--- src/rtl/fm_pkg.sv ---
// rtl/fm_pkg.sv - shared mode/interpolator encodings and midscale helper for the FM modulator
package fm_pkg;

    typedef enum logic [1:0] {
        MODE_OFF  = 2'd0,
        MODE_CW   = 2'd1,
        MODE_FM   = 2'd2,
        MODE_RSVD = 2'd3
    } fm_mode_t;

    typedef enum logic [1:0] {
        ST_IDLE = 2'd0,
        ST_RAMP = 2'd1,
        ST_HOLD = 2'd2
    } interp_state_t;

    function automatic int unsigned midscale(input int unsigned d);
        return 32'd1 << (d - 1);
    endfunction

endpackage

--- src/rtl/fm_sine_approx.sv ---
// rtl/fm_sine_approx.sv - piecewise-linear sine from phase, two-stage registered, offset-binary out
module fm_sine_approx
    import fm_pkg::*;
#(
    parameter int N = 18,
    parameter int D = 5
) (
    input  logic         clk,
    input  logic         rst,
    input  logic [N-1:0] acc,
    input  logic         en,
    output logic [D-1:0] rf
);

    localparam int unsigned H_I   = midscale(D);
    localparam int unsigned QH_I  = H_I / 4;
    localparam logic [D-1:0] H_D  = H_I[D-1:0];
    localparam logic [D-2:0] QH   = QH_I[D-2:0];
    localparam logic [D-2:0] MAG_MAX = {(D-1){1'b1}};

    logic [1:0]   quad;
    logic [D-2:0] p;
    logic [D-1:0] p2;
    logic [D-2:0] mag_c;
    logic [D-2:0] mag_q;
    logic         neg_q;
    logic         unused_low;

    assign quad       = acc[N-1:N-2];
    // Folding only the bits that feed the magnitude is equivalent to folding the whole phase.
    assign p          = quad[0] ? ~acc[N-3 -: D-1] : acc[N-3 -: D-1];
    assign p2         = {p, 1'b0};
    assign unused_low = ^acc[N-D-2:0];

    always_comb begin
        mag_c = MAG_MAX;
        case (p[D-2 -: 2])
            2'b00:        mag_c = (p2 > {1'b0, MAG_MAX}) ? MAG_MAX : p2[D-2:0];
            2'b01, 2'b10: mag_c = QH + p;
            default:      mag_c = MAG_MAX;
        endcase
    end

    // A zero magnitude is the midscale point, so disabling simply forces it.
    always_ff @(posedge clk or posedge rst) begin
        if (rst) begin
            mag_q <= '0;
            neg_q <= 1'b0;
            rf    <= H_D;
        end else begin
            mag_q <= en ? mag_c : '0;
            neg_q <= en & quad[1];
            rf    <= neg_q ? (H_D - {1'b0, mag_q}) : (H_D + {1'b0, mag_q});
        end
    end

endmodule

--- src/rtl/fm_mod_interp.sv ---
// rtl/fm_mod_interp.sv - FM modulator with linear audio interpolation and phase accumulator
module fm_mod_interp
    import fm_pkg::*;
#(
    parameter int A  = 8,
    parameter int N  = 18,
    parameter int D  = 5,
    parameter int IW = 4
) (
    input  logic                clk,
    input  logic                rst,
    input  logic signed [A-1:0] audio,
    input  logic                audio_valid,
    output logic                audio_ready,
    input  logic [N-1:0]        acc_inc,
    input  logic [2:0]          dev_shift,
    input  logic [1:0]          mode,
    output logic [D-1:0]        rf
);

    localparam int FW = A + 1 + IW;

    interp_state_t      state;
    logic signed [A:0]  step;
    logic signed [A:0]  interp;
    logic [FW-1:0]      frac;
    logic [IW-1:0]      cnt;
    logic [N-1:0]       acc;
    logic [N-1:0]       interp_n;
    logic [N-1:0]       mod_inc;
    logic [N-1:0]       fm_term;
    logic               mode_on;
    logic               on_q;
    logic               take;

    assign take     = audio_valid & audio_ready;
    // Taking the upper bits is the arithmetic right shift by IW.
    assign interp   = frac[FW-1:IW];
    assign interp_n = {{(N-A-1){interp[A]}}, interp};
    assign mod_inc  = interp_n << dev_shift;
    assign mode_on  = (mode == MODE_CW) || (mode == MODE_FM);
    assign fm_term  = (mode == MODE_FM) ? mod_inc : '0;

    always_ff @(posedge clk or posedge rst) begin
        if (rst) begin
            state       <= ST_IDLE;
            audio_ready <= 1'b1;
            step        <= '0;
            frac        <= '0;
            cnt         <= '0;
        end else begin
            case (state)
                ST_RAMP: begin
                    frac <= frac + {{IW{step[A]}}, step};
                    cnt  <= cnt + IW'(1);
                    if (cnt == '1) begin
                        state       <= ST_HOLD;
                        audio_ready <= 1'b1;
                    end
                end
                default: begin
                    if (take) begin
                        step        <= {audio[A-1], audio} - interp;
                        cnt         <= '0;
                        state       <= ST_RAMP;
                        audio_ready <= 1'b0;
                    end
                end
            endcase
        end
    end

    // on_q travels with acc so the sine pipeline blanks exactly when acc freezes.
    always_ff @(posedge clk or posedge rst) begin
        if (rst) begin
            acc  <= '0;
            on_q <= 1'b0;
        end else begin
            on_q <= mode_on;
            if (mode_on) begin
                acc <= acc + acc_inc + fm_term;
            end
        end
    end

    fm_sine_approx #(
        .N (N),
        .D (D)
    ) u_sine (
        .clk (clk),
        .rst (rst),
        .acc (acc),
        .en  (on_q),
        .rf  (rf)
    );

endmodule
--- config.mk ---
export PLATFORM = sky130hd
export DESIGN_NAME = fm_mod_interp
export DESIGN_NICKNAME = d
export VERILOG_FILES = /design/src/rtl/fm_pkg.sv /design/src/rtl/fm_sine_approx.sv /design/src/rtl/fm_mod_interp.sv
export SDC_FILE = /design/constraint.sdc
export NUM_CORES = 1
export LEC_CHECK = 0
export BUFFER_PORTS_ARGS = -buffer_cell sky130_fd_sc_hd__buf_2
export CAP_MARGIN = 20
export CORE_MARGIN = 1
export CORE_UTILIZATION = 66
export DETAILED_ROUTE_END_ITERATION = 12
export PLACE_DENSITY = 0.88
export SLEW_MARGIN = 20
export SYNTH_ARGS = -nofsm -noshare
export SYNTH_HDL_FRONTEND = slang
export SYNTH_SLANG_ARGS = --single-unit
--- constraint.sdc ---
create_clock -name clk -period 8.3 [get_ports clk]
set_input_delay 0.415 -clock clk [delete_from_list [all_inputs] [get_ports clk]]
set_output_delay 0.415 -clock clk [all_outputs]
set_load 0.05 [all_outputs]
==> tab_implementation.tex, run 1 <==
\begin{tabular}{lr}
\hline
Metric & Value \\
\hline
\multicolumn{2}{l}{\textbf{Layout}} \\
Area overhead of the layout relative to synthesis & 9.67\% \\
Layout cell share with drive strength beyond 1 & 0.124 \\
Leading cell type in the layout, fill and taps excluded & nand2\_1 \\
Final design area excluding fillers & 0.00533 sq mm \\
Final cell count without fillers & 686 \\
Commonest cells after routing, fill and taps aside & nand2\_1, o21ai\_0, dfrtp\_1, ha\_1, buf\_2 \\
Finished Core Util & 0.768 \\
Layout net count & 681 \\
Total inserted antenna cells & 0 \\
\multicolumn{2}{l}{\textbf{Routing}} \\
Met3 routed wirelength & 624 um \\
Routed via count divided by cell count & 6.08 \\
Top routing layer in use & met4 \\
Post-detailed-route count of antenna-violating nets & 0 \\
Iteration count of the initial detailed-routing pass & 5 \\
Final wirelength & 11000 um \\
M1 WL & 4890 um \\
Detail Route met2 WL & 5260 um \\
Wire per inst & 16.1 um \\
Count of routing violations after the opening detailed-route iteration & 360 \\
Final routed DRC violation total & 0 \\
Vias post-DR & 4171 \\
\multicolumn{2}{l}{\textbf{Yosys}} \\
Cells after Synth & 552 \\
Total nets after synthesis & 647 \\
Asr flop ratio synth & 1.00 \\
Summed instance area of the synthesized netlist & 0.00486 sq mm \\
Unique masters post-synth & 54 \\
Number of enable-type register cells in the synthesized netlist & 0 \\
Flip-flop cell with the highest count after synthesis & dfrtp\_1 \\
Sequential cell area fraction in the yosys report & 0.299 \\
Average cell area after synthesis & 8.81 sq um \\
\#FFs+latches synth & 58 \\
YS warnings & 0 \\
\multicolumn{2}{l}{\textbf{Timing}} \\
Final Skew & 0.00866 ns \\
Number of slew-limit violations in the final report & 0 \\
Count of final setup violators & 0 \\
Fmax & 270 MHz \\
Tmin final & 3.70 ns \\
Worst hold-check slack & 0.0308 ns \\
Tcrit/Tclk final & 0.446 \\
Final TNS setup & 0 ns \\
Final Hold Vio Count & 0 \\
Least-Margin Pin Slew & 1.08 ns \\
Slack of the critical path & 4.60 ns \\
Worst max-slew margin expressed relative to the limit & 0.277 \\
Unrepaired setup endpoints after global routing & no \\
\multicolumn{2}{l}{\textbf{Pwr}} \\
Leakage dissipation & 2.56 nW \\
Largest vdd supply drop & 0.219 mV \\
Ratio of total power to cell area & 282 mW/mm\^{}2 \\
Power consumption & 1.51 mW \\
\multicolumn{2}{l}{\textbf{Die}} \\
Number of placement rows & 30 \\
Core box area & 0.00694 sq mm \\
Horizontal die dimension & 87.8 um \\
Initial Utilization & 0.700 \\
Die area & 0.00772 sq mm \\
Top-Level Pins & 40 \\
Die span in y & 87.8 um \\
\multicolumn{2}{l}{\textbf{Clock network}} \\
Number of setup buffers added after CTS & 0 \\
Post-CTS Hold Fix Bufs & 0 \\
Clock sinks & 58 \\
CTS tree & done \\
Number of CTS-inserted buffers & 9 \\
CTS root buf & clkbuf\_8 \\
Post-cts resize count & 0 \\
Clock slew at the register clock pins of the worst setup and hold paths & 0.07 ns \\
Clock network latency to the later pin of the worst-skew pair & 0.34 ns \\
Maximum buffer depth of the clock tree & 2 \\
Number of levels the H-tree was split into & 3 \\
\multicolumn{2}{l}{\textbf{Setup path}} \\
Cells on worst reg2reg path & 12 \\
Top fanout value on the critical path & 6 \\
Critical path required time & 8.53 ns \\
Startpoint Class & flip-flop \\
Worst flop-to-flop path endpoint & acc[17]\$\_DFFE\_PP0P\_ \\
WS Path Type & reg2reg \\
Critical path arrival & 3.93 ns \\
Worst setup path startpoint & frac[5]\$\_DFFE\_PP0P\_ \\
Minimum setup slack among reg-to-reg paths & 4.60 ns \\
Endpoint type of the worst setup path & flip-flop \\
Critical path endpoint & acc[17]\$\_DFFE\_PP0P\_ \\
Worst reg2reg startpoint & frac[5]\$\_DFFE\_PP0P\_ \\
\multicolumn{2}{l}{\textbf{Place}} \\
Total half-perimeter wirelength after legalization and detailed placement & 8280 um \\
Final GP Congestion & 0.927 \\
Inst Count DP & 671 \\
DP Worst Slack & 4.31 ns \\
Placed inst area & 0.00513 sq mm \\
Port Buffer Count & 39 \\
\multicolumn{2}{l}{\textbf{Global route}} \\
Global-route wire length before repair & 19000 um \\
Total overflow reported by the global router & 0 \\
Maximum number of pins on one net before global-route repair & 43 \\
Via count of the first global-routing pass & 4109 \\
Antenna violations before repair & 0 \\
Gr usage total & 0.320 \\
\multicolumn{2}{l}{\textbf{Hold path}} \\
Worst min-delay path class & in2async \\
\multicolumn{2}{l}{\textbf{Status}} \\
Outcome & finished, final reports clean \\
\multicolumn{2}{l}{\textbf{Flow run}} \\
Max Cap Viol & 0 \\
\hline
\end{tabular}
==> worst max-delay path, cell delays in order, from the launching register on <==
cell	delay (ns)
dfrtp_1	0.48
inv_1	0.12
o21ai_0	0.16
o21ai_0	0.13
nor3b_1	0.29
fa_1	0.52
fa_1	0.51
a211oi_2	0.23
o21bai_2	0.12
a2111oi_4	0.45
o21ai_2	0.12
mux2_4	0.31
xor2_1	0.15
==> sequential cells by signal (all words and copies together), names as in the netlist <==
register	count
step	9
acc	18
u_sine.neg_q	1
u_sine.rf	5
state	2
cnt	4
audio_ready	1
on_q	1
frac	13
u_sine.mag_q	4
==> routing by layer <==
layer / GRT usage / up-vias
li1: - / 1997
met1: 0.418 / 1978
met2: 0.526 / 165
met3: 0.0669 / 31
met4: 0.119 / 0
met5: 0 / -
==> how the worst min path moves through the flow <==
| stage | startpoint | slack, ns | to |
|---|---|---|---|
| floorplan | u_sine.mag_q[0]$_DFF_PP0_ | 0.37 | u_sine.rf[0]$_DFF_PP0_ |
| global placement | rst | 0.40 | cnt[3]$_DFFE_PP0P_ |
| detailed placement | rst | 0.40 | cnt[3]$_DFFE_PP0P_ |
| CTS | rst | 0.04 | cnt[3]$_DFFE_PP0P_ |
| global route | rst | 0.07 | cnt[2]$_DFFE_PP0P_ |
| finish | rst | 0.03 | cnt[3]$_DFFE_PP0P_ |
==> report_power, final <==
group | internal [mW] | switching [mW]
Sequential | 0.353 | 0.0644
Clock | 0.161 | 0.112
Combinational | 0.346 | 0.469
Total | 0.861 | 0.646
==> cell families (layout without fill, tap and decap cells) <==
group / count (synthesis) / count (layout) / synth area share
simple gates: 159 / 159 / 0.153
xor+xnor: 33 / 33 / 0.0594
mux: 14 / 14 / 0.0306
buf+inv: 58 / 96 / 0.0448
flops: 58 / 58 / 0.299
fa+ha+maj: 61 / 61 / 0.188
compound gates: 169 / 169 / 0.225
==> Yosys cell counts, types with 9 or more instances <==
| cell | n | area [sq um] |
|---|---|---|
| a21o_1 | 9 | 67.6 |
| a21oi_1 | 26 | 130 |
| clkbuf_1 | 18 | 67.6 |
| dfrtp_1 | 56 | 1400 |
| fa_1 | 20 | 400 |
| ha_1 | 41 | 513 |
| inv_1 | 39 | 146 |
| mux2i_1 | 10 | 100 |
| nand2_1 | 70 | 263 |
| nor2_1 | 28 | 105 |
| nor2b_1 | 15 | 93.8 |
| nor3_1 | 9 | 45.0 |
| o21a_1 | 9 | 67.6 |
| o21ai_0 | 65 | 325 |
| xnor2_1 | 17 | 149 |
| xor2_1 | 16 | 140 |
==> area by class of cell <==
class	count	area (sq um)
timing repair buffer	42	218
clock buffer	13	169
sequential	58	1450
multi-input combinational	436	3190
clock inverter	2	35.0
tap	96	120
fill	481	1610
inverter	39	146
No activity file was read; power rests on OpenSTA's default activity.
==> run 2, diff against run 1 <==
Settings changed: CORE_UTILIZATION 66 to 55, PLACE_DENSITY 0.88 to 0.78.
Clock period 8.3 ns to 3.4 ns, I/O delays scaled along.
==> run 2 against run 1 <==
Non-clock buffer count is 31 higher. Power grew to 2.6 times the previous value. Final cell count is 6.0% higher. Critical endpoint unchanged. Critical path type unchanged. Worst setup slack worse by 4.5 ns. Via count is 0.91% higher. Clock power is 140% higher. Die area is 20% higher. Cell area is 6.9% higher. Register-to-register slack worse by 4.5 ns. Sequential share of layout area is 1.7 points lower. Utilization is 8.8 points lower. Maximum frequency is 11% higher.
==> tab_implementation.tex, run 2 (synthesis gave the netlist of run 1 again) <==
\begin{tabular}{lr}
\hline
Metric & Value \\
\hline
\multicolumn{2}{l}{\textbf{Routing}} \\
Vias post-DR & 4209 (was 4171) \\
Final wirelength & 11900 um (was 11000 um) \\
Post-detailed-route count of antenna-violating nets & 0 (unchanged) \\
Iteration count of the initial detailed-routing pass & 5 (unchanged) \\
Routed via count divided by cell count & 5.79 (was 6.08) \\
Count of routing violations after the opening detailed-route iteration & 305 (was 360) \\
Wire per inst & 16.3 um (was 16.1 um) \\
Final routed DRC violation total & 0 (unchanged) \\
\multicolumn{2}{l}{\textbf{Timing}} \\
Number of slew-limit violations in the final report & 0 (unchanged) \\
Fmax & 301 MHz (was 270 MHz) \\
Least-Margin Pin Slew & 0.936 ns (was 1.08 ns) \\
Tcrit/Tclk final & 0.977 (was 0.446) \\
Slack of the critical path & 0.0767 ns (was 4.60 ns) \\
Count of final setup violators & 0 (unchanged) \\
Tmin final & 3.32 ns (was 3.70 ns) \\
Worst max-slew margin expressed relative to the limit & 0.375 (was 0.277) \\
Final Hold Vio Count & 0 (unchanged) \\
Final Skew & 0.0125 ns (was 0.00866 ns) \\
Final TNS setup & 0 ns (unchanged) \\
\multicolumn{2}{l}{\textbf{Clock network}} \\
Number of levels the H-tree was split into & 3 (unchanged) \\
Maximum buffer depth of the clock tree & 2 (unchanged) \\
CTS tree & done (unchanged) \\
Clock network latency to the later pin of the worst-skew pair & 0.35 ns (was 0.34 ns) \\
Clock slew at the register clock pins of the worst setup and hold paths & 0.07 ns (about the same) \\
Number of CTS-inserted buffers & 9 (unchanged) \\
CTS root buf & clkbuf\_8 (unchanged) \\
Clock sinks & 58 (unchanged) \\
Post-CTS Hold Fix Bufs & 0 (unchanged) \\
\multicolumn{2}{l}{\textbf{Flow run}} \\
Max Cap Viol & 0 (unchanged) \\
\multicolumn{2}{l}{\textbf{Place}} \\
Total half-perimeter wirelength after legalization and detailed placement & 8820 um (was 8280 um) \\
Final GP Congestion & 0.901 (was 0.927) \\
DP Worst Slack & -0.121 ns (was 4.31 ns) \\
Port Buffer Count & 39 (unchanged) \\
\multicolumn{2}{l}{\textbf{Global route}} \\
Total overflow reported by the global router & 0 (unchanged) \\
Via count of the first global-routing pass & 4272 (was 4109) \\
Gr usage total & 0.284 (was 0.320) \\
Antenna violations before repair & 0 (unchanged) \\
Maximum number of pins on one net before global-route repair & 42 (was 43) \\
Global-route wire length before repair & 19800 um (was 19000 um) \\
\multicolumn{2}{l}{\textbf{Layout}} \\
FF/Latch Area & 0.00146 sq mm (was 0.00145 sq mm) \\
Layout net count & 712 (was 681) \\
Largest regs & acc x18, frac x13, step x9 (unchanged) \\
Area overhead of the layout relative to synthesis & 17.3\% (was 9.67\%) \\
Register bank with the most flops & acc (unchanged) \\
Layout cell share with drive strength beyond 1 & 0.204 (was 0.124) \\
Leading cell type in the layout, fill and taps excluded & nand2\_1 (unchanged) \\
Area occupied by multi-input gates & 0.00331 sq mm (was 0.00319 sq mm) \\
Commonest cells after routing, fill and taps aside & nand2\_1, o21ai\_0, dfrtp\_1, buf\_2, inv\_1 (was nand2\_1, o21ai\_0, dfrtp\_1, ha\_1, buf\_2) \\
Flip-flop count of the largest register after layout & 18 (unchanged) \\
Total inserted antenna cells & 0 (unchanged) \\
Fillcell total & 640 (was 481) \\
\multicolumn{2}{l}{\textbf{Setup path}} \\
Critical path arrival & 3.55 ns (was 3.93 ns) \\
Worst flop-to-flop path endpoint & acc[17]\$\_DFFE\_PP0P\_ (unchanged) \\
Worst reg2reg startpoint & frac[4]\$\_DFFE\_PP0P\_ (was frac[5]\$\_DFFE\_PP0P\_) \\
Worst setup path startpoint & frac[4]\$\_DFFE\_PP0P\_ (was frac[5]\$\_DFFE\_PP0P\_) \\
Top fanout value on the critical path & 4 (was 6) \\
WS Path Type & reg2reg (unchanged) \\
Endpoint type of the worst setup path & flip-flop (unchanged) \\
Minimum setup slack among reg-to-reg paths & 0.08 ns (was 4.60 ns) \\
Cells on worst reg2reg path & 13 (was 12) \\
Critical path required time & 3.63 ns (was 8.53 ns) \\
Startpoint Class & flip-flop (unchanged) \\
\multicolumn{2}{l}{\textbf{Hold path}} \\
Worst min-delay path class & in2async (unchanged) \\
\multicolumn{2}{l}{\textbf{Pwr}} \\
Largest vdd supply drop & 0.508 mV (was 0.219 mV) \\
Leakage dissipation & 2.71 nW (was 2.56 nW) \\
Ratio of total power to cell area & 691 mW/mm\^{}2 (was 282 mW/mm\^{}2) \\
\multicolumn{2}{l}{\textbf{Die}} \\
Die span in y & 96.0 um (was 87.8 um) \\
Initial Utilization & 0.580 (was 0.700) \\
Die area & 0.00922 sq mm (was 0.00772 sq mm) \\
Top-Level Pins & 40 (unchanged) \\
Core box area & 0.00838 sq mm (was 0.00694 sq mm) \\
Horizontal die dimension & 96.0 um (was 87.8 um) \\
Number of placement rows & 33 (was 30) \\
\multicolumn{2}{l}{\textbf{Status}} \\
Outcome & finished, final reports clean (unchanged) \\
\hline
\end{tabular}
==> run 2: repair_timing <==
action                                  CTS  global route
pin swaps                                 0             6
resized for setup                         5            34
endpoints found under the setup margin    5             8
hold endpoints to repair                  0             0
buffers inserted                          0             3
==> run 2: worst max-delay path by stage <==
stage,depth (start not counted),slack (ns),to
floorplan,13,0.04,acc[17]$_DFFE_PP0P_
global placement,12,0.02,acc[17]$_DFFE_PP0P_
detailed placement,12,-0.12,acc[17]$_DFFE_PP0P_
CTS,12,0.003,acc[16]$_DFFE_PP0P_
global route,15,-0.03,acc[17]$_DFFE_PP0P_
finish,13,0.08,acc[17]$_DFFE_PP0P_
==> run 2: final cells by class <==
cell class                      instances  share of cell area
Timing Repair Buffer                   73              0.0812
Clock buffer                           14              0.0285
Tap cell                              105              0.0230
Inverter                               39              0.0257
Multi-Input combinational cell        436               0.580
Clock inverter                          2             0.00614
Sequential cell                        58               0.255
==> run 2: through the flow <==
| step | hold slack [ns] | utilization | total power, mW | cell area (sq um) | instances |
|---|---|---|---|---|---|
| 6_report | 0.0330 | 0.681 | 3.94 | 5700 | 727 |
| 3_5_place_dp | 0.410 | 0.641 | 3.10 | 5370 | 708 |
| 5_1_grt | 0.115 | 0.681 | 4.27 | 5700 | 727 |
| 3_3_place_gp | 0.393 | 0.641 | 2.99 | 5370 | 708 |
| 2_1_floorplan | 0.322 | - | 2.55 | 4870 | 552 |
| 4_1_cts | 0.0492 | 0.665 | 3.79 | 5570 | 724 |
==> run 2: report_power, final <==
| part | switching (mW) | internal, mW |
|---|---|---|
| Sequential | 0.156 | 0.862 |
| Clock | 0.293 | 0.379 |
| Combinational | 1.23 | 1.02 |
==> run 2: per-layer routing <==
| metal | global-route usage | part of all wire |
|---|---|---|
| met5 | 0 | 0 |
| met4 | 0.106 | 0.024 |
| met3 | 0.0427 | 0.049 |
| met2 | 0.463 | 0.48 |
| met1 | 0.380 | 0.45 |
==> run 2: worst max-delay path, stage by stage (launching register included) <==
cell	delay [ns]
dfrtp_1	0.37
mux2i_1	0.11
nor2_2	0.16
nand2_1	0.09
fa_1	0.50
inv_1	0.07
ha_4	0.18
fa_2	0.42
a211oi_2	0.22
o21bai_2	0.13
a2111oi_4	0.38
o21ai_2	0.13
mux2_4	0.31
xor2_1	0.14
==> run 3, diff against run 2 <==
Settings changed: CAP_MARGIN 20 to 40, PLACE_DENSITY 0.78 to unset, PLACE_DENSITY_LB_ADDON set to 0.2, REMOVE_ABC_BUFFERS set to 1.
==> run 3 against run 2 <==
Combinational power fell by 2%. Worst hold slack improved by 0.095 ns. Critical path depth grew 1. Largest power group unchanged. Sequential share of layout area down 0.078 points. Highest routed layer unchanged. Die area unchanged.
==> tab_implementation.tex, run 3 (synthesis gave the netlist of run 1 again) <==
\begin{tabular}{lr}
\hline
Metric & Value \\
\hline
\multicolumn{2}{l}{\textbf{Setup path}} \\
Critical path arrival & 3.50 ns (was 3.55 ns) \\
WS Path Type & reg2reg (unchanged) \\
Critical path required time & 3.62 ns (was 3.63 ns) \\
Cells on worst reg2reg path & 14 (was 13) \\
Startpoint Class & flip-flop (unchanged) \\
Endpoint type of the worst setup path & flip-flop (unchanged) \\
Top fanout value on the critical path & 3 (was 4) \\
\multicolumn{2}{l}{\textbf{Layout}} \\
Flip-flop count of the largest register after layout & 18 (unchanged) \\
Final design area excluding fillers & 0.00572 sq mm (was 0.00570 sq mm) \\
Register bank with the most flops & acc (unchanged) \\
Area overhead of the layout relative to synthesis & 17.6\% (was 17.3\%) \\
Layout net count & 716 (was 712) \\
Layout cell share with drive strength beyond 1 & 0.211 (was 0.204) \\
Largest regs & acc x18, frac x13, step x9 (unchanged) \\
Total inserted antenna cells & 0 (unchanged) \\
Leading cell type in the layout, fill and taps excluded & nand2\_1 (unchanged) \\
Commonest cells after routing, fill and taps aside & nand2\_1, o21ai\_0, dfrtp\_1, buf\_2 (was nand2\_1, o21ai\_0, dfrtp\_1, buf\_2, inv\_1) \\
Final cell count without fillers & 730 (was 727) \\
\multicolumn{2}{l}{\textbf{Place}} \\
Final GP Congestion & 0.878 (was 0.901) \\
Inst Count DP & 710 (was 708) \\
DP Worst Slack & -0.122 ns (was -0.121 ns) \\
Total half-perimeter wirelength after legalization and detailed placement & 8220 um (was 8820 um) \\
Placed inst area & 0.00538 sq mm (was 0.00537 sq mm) \\
Port Buffer Count & 39 (unchanged) \\
\multicolumn{2}{l}{\textbf{Timing}} \\
Final TNS setup & 0 ns (unchanged) \\
Tmin final & 3.28 ns (was 3.32 ns) \\
Final Hold Vio Count & 0 (unchanged) \\
Slack of the critical path & 0.123 ns (was 0.0767 ns) \\
Least-Margin Pin Slew & 0.752 ns (was 0.936 ns) \\
Unrepaired setup endpoints after global routing & yes \\
Worst max-slew margin expressed relative to the limit & 0.497 (was 0.375) \\
Tcrit/Tclk final & 0.964 (was 0.977) \\
Number of slew-limit violations in the final report & 0 (unchanged) \\
Count of final setup violators & 0 (unchanged) \\
Final Skew & 0.0128 ns (was 0.0125 ns) \\
Worst hold-check slack & 0.128 ns (was 0.0330 ns) \\
Fmax & 305 MHz (was 301 MHz) \\
\multicolumn{2}{l}{\textbf{Global route}} \\
Maximum number of pins on one net before global-route repair & 31 (was 42) \\
Antenna violations before repair & 0 (unchanged) \\
Total overflow reported by the global router & 0 (unchanged) \\
Via count of the first global-routing pass & 3994 (was 4272) \\
Gr usage total & 0.257 (was 0.284) \\
Global-route wire length before repair & 18200 um (was 19800 um) \\
\multicolumn{2}{l}{\textbf{Flow run}} \\
Max Cap Viol & 0 (unchanged) \\
\multicolumn{2}{l}{\textbf{Status}} \\
Outcome & finished, final reports clean (unchanged) \\
\multicolumn{2}{l}{\textbf{Clock network}} \\
Clock network latency to the later pin of the worst-skew pair & 0.34 ns (was 0.35 ns) \\
CTS tree & done (unchanged) \\
Number of levels the H-tree was split into & 3 (unchanged) \\
Clock slew at the register clock pins of the worst setup and hold paths & 0.07 ns (about the same) \\
CTS root buf & clkbuf\_8 (unchanged) \\
Maximum buffer depth of the clock tree & 2 (unchanged) \\
Number of CTS-inserted buffers & 9 (unchanged) \\
Clock sinks & 58 (unchanged) \\
\multicolumn{2}{l}{\textbf{Routing}} \\
Final routed DRC violation total & 0 (unchanged) \\
Post-detailed-route count of antenna-violating nets & 0 (unchanged) \\
Wire per inst & 15.0 um (was 16.3 um) \\
Vias post-DR & 4133 (was 4209) \\
Iteration count of the initial detailed-routing pass & 5 (unchanged) \\
Routed via count divided by cell count & 5.66 (was 5.79) \\
Final wirelength & 10900 um (was 11900 um) \\
Count of routing violations after the opening detailed-route iteration & 168 (was 305) \\
\multicolumn{2}{l}{\textbf{Die}} \\
Horizontal die dimension & 96.0 um (unchanged) \\
Die span in y & 96.0 um (unchanged) \\
Initial Utilization & 0.580 (unchanged) \\
Top-Level Pins & 40 (unchanged) \\
Die area & 0.00922 sq mm (unchanged) \\
Number of placement rows & 33 (unchanged) \\
Core box area & 0.00838 sq mm (unchanged) \\
\multicolumn{2}{l}{\textbf{Hold path}} \\
Worst hold path stage count & 3 \\
Worst min-delay path class & in2reg (was in2async) \\
\multicolumn{2}{l}{\textbf{Pwr}} \\
Largest vdd supply drop & 0.536 mV (was 0.508 mV) \\
Ratio of total power to cell area & 672 mW/mm\^{}2 (was 691 mW/mm\^{}2) \\
Leakage dissipation & 2.73 nW (was 2.71 nW) \\
\hline
\end{tabular}
run 3: cell type report:
class                      count  area (sq um)
clock buffer                   9           124
clock inverter                 6          58.8
fill                         672          2660
inverter                      39           146
multi-input combinational    436          3300
sequential                    58          1460
tap                          105           131
timing repair buffer          77           507
run 3: per-stage QoR:
step | total power [mW] | util
after floorplan | 2.54 | -
after global placement | 2.97 | 0.639
after detailed placement | 3.06 | 0.642
after CTS | 3.72 | 0.667
after global routing | 4.18 | 0.683
final | 3.84 | 0.683
run 3: per-layer routing:
layer / share of wire / global-route usage / routed length, um / vias to the layer above
met3: 0.043 / 0.0458 / 467 / 14
li1: - / - / - / 2065
met5: 0 / 0 / 0 / -
met1: 0.48 / 0.360 / 5270 / 1965
met4: 0.016 / 0.0709 / 174 / 0
met2: 0.46 / 0.408 / 5040 / 89
run 3: path summary, 6_finish.rpt:
path / to / from / slack, ns
min: state[0]$_DFFE_PP0P_ / audio_valid / 0.13
min reg2reg: u_sine.rf[0]$_DFF_PP0_ / u_sine.mag_q[0]$_DFF_PP0_ / 0.41
max: acc[17]$_DFFE_PP0P_ / frac[5]$_DFFE_PP0P_ / 0.12
max in group asynchronous: acc[1]$_DFFE_PP0P_ / rst / 2.31
max reg2reg: acc[17]$_DFFE_PP0P_ / frac[5]$_DFFE_PP0P_ / 0.12
min in group asynchronous: u_sine.rf[1]$_DFF_PP0_ / rst / 0.29
run 3: power by group:
group | switching (mW) | leakage [nW] | internal, mW | total [mW]
sequential | 0.154 | 0.735 | 0.861 | 1.02
combinational | 1.20 | 1.90 | 1.00 | 2.20
clock | 0.297 | 0.0986 | 0.330 | 0.627
total | 1.65 | 2.73 | 2.19 | 3.84
run 3: timing repair:
| item | CTS | global route |
|---|---|---|
| pin swaps | 0 | 10 |
| hold buffers | 1 | 0 |
| endpoints found under the setup margin | 7 | 7 |
| hold endpoints to repair | 10 | 0 |
| setup buffers | 0 | 3 |
| resized for setup | 9 | 28 |
run 3: worst max-delay path, stage by stage (launching register included):
cell       delay [ns]
dfrtp_1          0.38
buf_6            0.12
mux2i_1          0.06
nor2_1           0.15
nand2_1          0.09
fa_1             0.53
inv_2            0.05
ha_4             0.16
fa_2             0.37
a211oi_2         0.25
o21bai_2         0.11
a2111oi_4        0.36
o21ai_2          0.09
mux2_4           0.30
xor2_1           0.14
